$ cat src/rtl/mips_reg_dump.sv
// Register-file dump sequencer: walks a wrapping address range through one read
// port and streams each word on valid/ready, flagging words overwritten while held.
module mips_reg_dump #(
  parameter int DATA_WIDTH = 32,
  parameter int ADDR_WIDTH = 5
) (
  input  logic                  CLK,
  input  logic                  rst,
  input  logic                  start,
  input  logic [ADDR_WIDTH-1:0] first_addr,
  input  logic [ADDR_WIDTH-1:0] last_addr,
  output logic                  busy,
  output logic                  done,
  output logic [ADDR_WIDTH-1:0] RdAddress,
  input  logic [DATA_WIDTH-1:0] RdData,
  input  logic                  RegWrite,
  input  logic [ADDR_WIDTH-1:0] WriteAddress,
  output logic                  dump_valid,
  input  logic                  dump_ready,
  output logic [DATA_WIDTH-1:0] dump_data,
  output logic [ADDR_WIDTH-1:0] dump_index,
  output logic                  dump_last,
  output logic                  dump_stale
);

  typedef enum logic [1:0] {IDLE, RUN, DONE} state_e;

  state_e                state_q;
  logic [ADDR_WIDTH-1:0] ptr_q;
  logic [ADDR_WIDTH-1:0] ptr_d;
  logic [ADDR_WIDTH-1:0] end_q;
  logic                  issued_all_q;
  logic                  valid_q;
  logic [DATA_WIDTH-1:0] data_q;
  logic [ADDR_WIDTH-1:0] index_q;
  logic                  last_q;
  logic                  stale_q;

  logic load;
  logic accept;
  logic load_hit;
  logic hold_hit;

  assign ptr_d  = ptr_q + 1'b1;
  assign accept = valid_q && dump_ready;
  assign load   = (state_q == RUN) && (!valid_q || dump_ready) && !issued_all_q;

  // A write landing on the same edge as the capture is not bypassed, so the
  // captured word is already out of date.
  assign load_hit = RegWrite && (WriteAddress == ptr_q) && (WriteAddress != '0);
  assign hold_hit = RegWrite && (WriteAddress == index_q) && (WriteAddress != '0);

  always_ff @(posedge CLK or negedge rst) begin
    if (!rst) begin
      state_q      <= IDLE;
      ptr_q        <= '0;
      end_q        <= '0;
      issued_all_q <= 1'b0;
      valid_q      <= 1'b0;
      data_q       <= '0;
      index_q      <= '0;
      last_q       <= 1'b0;
      stale_q      <= 1'b0;
    end else begin
      case (state_q)
        IDLE: begin
          if (start) begin
            ptr_q        <= first_addr;
            end_q        <= last_addr;
            issued_all_q <= 1'b0;
            state_q      <= RUN;
          end
        end
        RUN: begin
          if (load) begin
            data_q  <= RdData;
            index_q <= ptr_q;
            last_q  <= (ptr_q == end_q);
            valid_q <= 1'b1;
            stale_q <= load_hit;
            ptr_q   <= ptr_d;
            if (ptr_q == end_q) begin
              issued_all_q <= 1'b1;
            end
          end else if (accept) begin
            valid_q <= 1'b0;
          end else if (valid_q && hold_hit) begin
            stale_q <= 1'b1;
          end
          // The last word is never followed by a load, so accepting it ends the run.
          if (accept && last_q) begin
            state_q <= DONE;
          end
        end
        DONE: begin
          state_q <= IDLE;
        end
        default: begin
          state_q <= IDLE;
        end
      endcase
    end
  end

  assign busy       = (state_q != IDLE);
  assign done       = (state_q == DONE);
  assign RdAddress  = (state_q == RUN) ? ptr_q : '0;
  assign dump_valid = valid_q;
  assign dump_data  = data_q;
  assign dump_index = index_q;
  assign dump_last  = last_q;
  assign dump_stale = stale_q;

endmodule

$ cat config.mk
export PLATFORM = sky130hd
export DESIGN_NAME = mips_reg_dump
export DESIGN_NICKNAME = d
export VERILOG_FILES = /design/src/rtl/mips_reg_dump.sv
export SDC_FILE = /design/constraint.sdc
export NUM_CORES = 1
export LEC_CHECK = 0
export CAP_MARGIN = 20
export CORE_AREA = 3 3 84 86
export DETAILED_ROUTE_END_ITERATION = 6
export DIE_AREA = 0 0 87 89
export PLACE_DENSITY = 0.73
export SYNTH_ARGS = -nofsm -noshare
export SYNTH_HDL_FRONTEND = slang
export SYNTH_SLANG_ARGS = --single-unit
$ cat constraint.sdc
create_clock -name CLK -period 2.9 [get_ports CLK]
set_input_delay 0.29 -clock CLK [delete_from_list [all_inputs] [get_ports CLK]]
set_output_delay 0.29 -clock CLK [all_outputs]
set_load 0.05 [all_outputs]
==> flow_metrics.env, run 1 <==
export IMPL_status="finished, final reports clean"
export IMPL_pre_cts_ws_ns=0.686
export IMPL_use_met3_pct=4.24
export IMPL_wire_per_inst_um=15.6
export IMPL_syn_nets=235
export IMPL_cts_max_level=2
export IMPL_path_class="reg -> out"
export IMPL_worst_pin_slew_ns=0.520
export IMPL_area_growth_pct=46.8
export IMPL_dpl_hpwl_um=4160
export IMPL_power_mw=5.25
export IMPL_async_flop_share_pct=100
export IMPL_synth_area_leaders="dfrtp_1, mux2_4, xor2_1"
export IMPL_placed_cell_area_um2=3540
export IMPL_clockBufferDepth=2
export IMPL_synth_distinct_cells=35
export IMPL_antenna_found_initial=0
export IMPL_ys_flop_type="dfrtp_1"
export IMPL_internal_power_mw=2.82
export IMPL_cp_required_ns=2.61
export IMPL_p_seq_share_pct=27.5
export IMPL_io_pin_count=99
export IMPL_fin_area_um2=3690
export IMPL_grt_max_degree=49
export IMPL_max_slew_margin_rel_pct=65.2
export IMPL_diodes=0
export IMPL_setup_viol=0
export IMPL_synthMostInstantiatedCell="dfrtp_1"
export IMPL_syn_area_um2=2510
export IMPL_yosysTopAreaCell="dfrtp_1"
export IMPL_drc=0
export IMPL_peakVddDrop_mv=0.765
export IMPL_crit_fanout=14
export IMPL_leakage_nw=1.64
export IMPL_fin_tns_setup_ns=0
export IMPL_hold_violations=0
export IMPL_cts_buffers=5
export IMPL_timing_fmax_ghz=0.392
export IMPL_cts_root_buffer="clkbuf_8"
export IMPL_report_final_slew_viol_count=0
export IMPL_grt_ovfl_total=0
export IMPL_reg2reg_slack_ns=0.79
export IMPL_fin_skew_ns=0.00854
export IMPL_antenna_left=0
export IMPL_setup_ws_ns=0.348
export IMPL_cts_setup_buffers=0
export IMPL_syn_area_per_cell_um2=13.8
export IMPL_vias=1719
export IMPL_maxCapViolations=0
export IMPL_yosys_register_bits=53
export IMPL_die_w_um=87
export IMPL_syn_inst=182
export IMPL_grt_pass1_wl_um=8970
export IMPL_io_buffer_count=98
export IMPL_fp_dieH_um=89
export IMPL_gr_usage_met2_pct=23.5
export IMPL_pwr_share_comb_pct=62.8
export IMPL_top_usage_layer="met2"
export IMPL_rows=29
export IMPL_rsz0062_at_grt="false"
export IMPL_crit_arrival_ns=2.26
export IMPL_instances_no_fill=360
export IMPL_clkTransAtPathRegs_ns=0.08
export IMPL_drt_first_iter_violations=22
export IMPL_nNetsFinal=335
export IMPL_fin_crit_sh_pct=88.0
export IMPL_hold_slack_ns=0.371
export IMPL_coreArea_um2=6350
export IMPL_final_util_pct=58.1
export IMPL_end_kind="output pin"
export IMPL_die_area_um2=7740
export IMPL_viasPerCell=4.78
export IMPL_power_density_nw_per_um2=1420
export IMPL_grt_use_total_pct=15.0
export IMPL_clk_latency_ns=0.30
export IMPL_cts_tree="yes"
export IMPL_p_clk_share_pct=9.7
export IMPL_worst_setup_path_start_kind="flop"
export IMPL_yosys_area_top_type_share_pct=52.7
export IMPL_fin_crit_ns=2.55
export IMPL_hp_class="in -> async"
export IMPL_first_pass_iters=3
export IMPL_grt_pass1_vias=1775
export IMPL_cts_num_sinks=53
export IMPL_synth_common_cells="dfrtp_1, mux2_4, xor2_1, mux2_2, nand2_1"
export IMPL_finalWirelength_um=5630
export IMPL_synth_edf_count=0
export IMPL_start_util_pct=39.6
export IMPL_switchingPower_mw=2.43
export IMPL_switching_share_pct=46.2
export IMPL_yosys_warnings=0
export IMPL_dp_cells=350
export IMPL_use_met1_pct=20.3
export IMPL_routabilityCongestion=0.774
export IMPL_yosysSeqAreaShare_pct=52.7
export IMPL_drive_above_1_share_pct=20.5
==> placed cells by master, fill, tap and decap left out, types with 3 or more instances in the layout <==
cell,instances
mux2_2,9
nor2_1,7
xor2_1,12
mux2_4,33
nand2_1,9
a211oi_1,3
nand3_1,5
o22ai_1,3
clkdlybuf4s50_1,97
o21ai_0,5
clkbuf_8,6
inv_1,5
a2bb2oi_1,3
xnor2_1,3
dfrtp_1,53
==> state kept, by name, indices dropped and copies added (netlist names) <==
register      count
dump_data        32
dump_index        5
end_q             5
ptr_q             5
state_q           2
dump_last         1
dump_stale        1
dump_valid        1
issued_all_q      1
==> critical path, cell delays in order (launching register included) <==
cell,delay (ns)
dfrtp_1,0.55
nor2b_4,0.43
nand2_1,0.12
inv_1,0.07
clkdlybuf4s50_1,0.79
==> cells by family (layout without fill, tap and decap cells) <==
| logic type | after synthesis | count (layout) | synth area share, % |
|---|---|---|---|
| adders and majority gates | 1 | 1 | 0.497 |
| AOI/OAI and AO/OA | 21 | 21 | 6.27 |
| xor gates and xnor gates | 15 | 15 | 5.22 |
| and+or+nand+nor | 36 | 36 | 8.01 |
| muxes | 42 | 42 | 23.7 |
| buffers and inverters | 14 | 115 | 3.53 |
| DFF | 53 | 53 | 52.7 |
==> worst paths after layout <==
| check | startpoint | endpoint | cells after the start |
|---|---|---|---|
| min in group CLK | issued_all_q | dump_valid | 1 |
| max reg2reg | state_q[0] | dump_data[26] | 4 |
| max | state_q[0] | RdAddress[3] | 4 |
| max in group asynchronous | rst | dump_data[30] | 4 |
| min reg2reg | issued_all_q | dump_valid | 1 |
| min | rst | ptr_q[2] | 2 |
==> per-layer routing <==
layer	part of all wire, %	vias to the layer above
met4	1.1	0
li1	-	830
met5	0	-
met2	48	55
met3	6.0	6
met1	45	828
==> repair_timing <==
item / CTS / global route
gates resized for setup: 0 / 0
hold buffers: 0 / 1
endpoints found under the hold margin: 0 / 8
==> power by group through the flow <==
stage          clock (mW)  combinational (mW)  sequential [mW]
2_1_floorplan           0                1.47             2.34
3_5_place_dp            0                3.32             1.44
3_3_place_gp            0                3.27             1.45
6_report            0.508                3.30             1.44
5_1_grt             0.559                3.47             1.50
4_1_cts             0.531                3.33             1.45
==> final cells by class <==
cell class | count | area [µm²]
clock buffer | 7 | 86.3
clock inverter | 1 | 30.0
fill | 527 | 2660
inverter | 5 | 18.8
multi-input combinational | 115 | 1100
sequential | 53 | 1330
tap | 77 | 96.3
timing repair buffer | 102 | 1030
No activity file was read; power rests on OpenSTA's default activity.
==> run 2, diff against run 1 <==
ABC_CLOCK_PERIOD_IN_PS = 2900   (was not set)
==> results of run 2 <==
The final DEF is identical to that of run 1; final timing and power are the same.
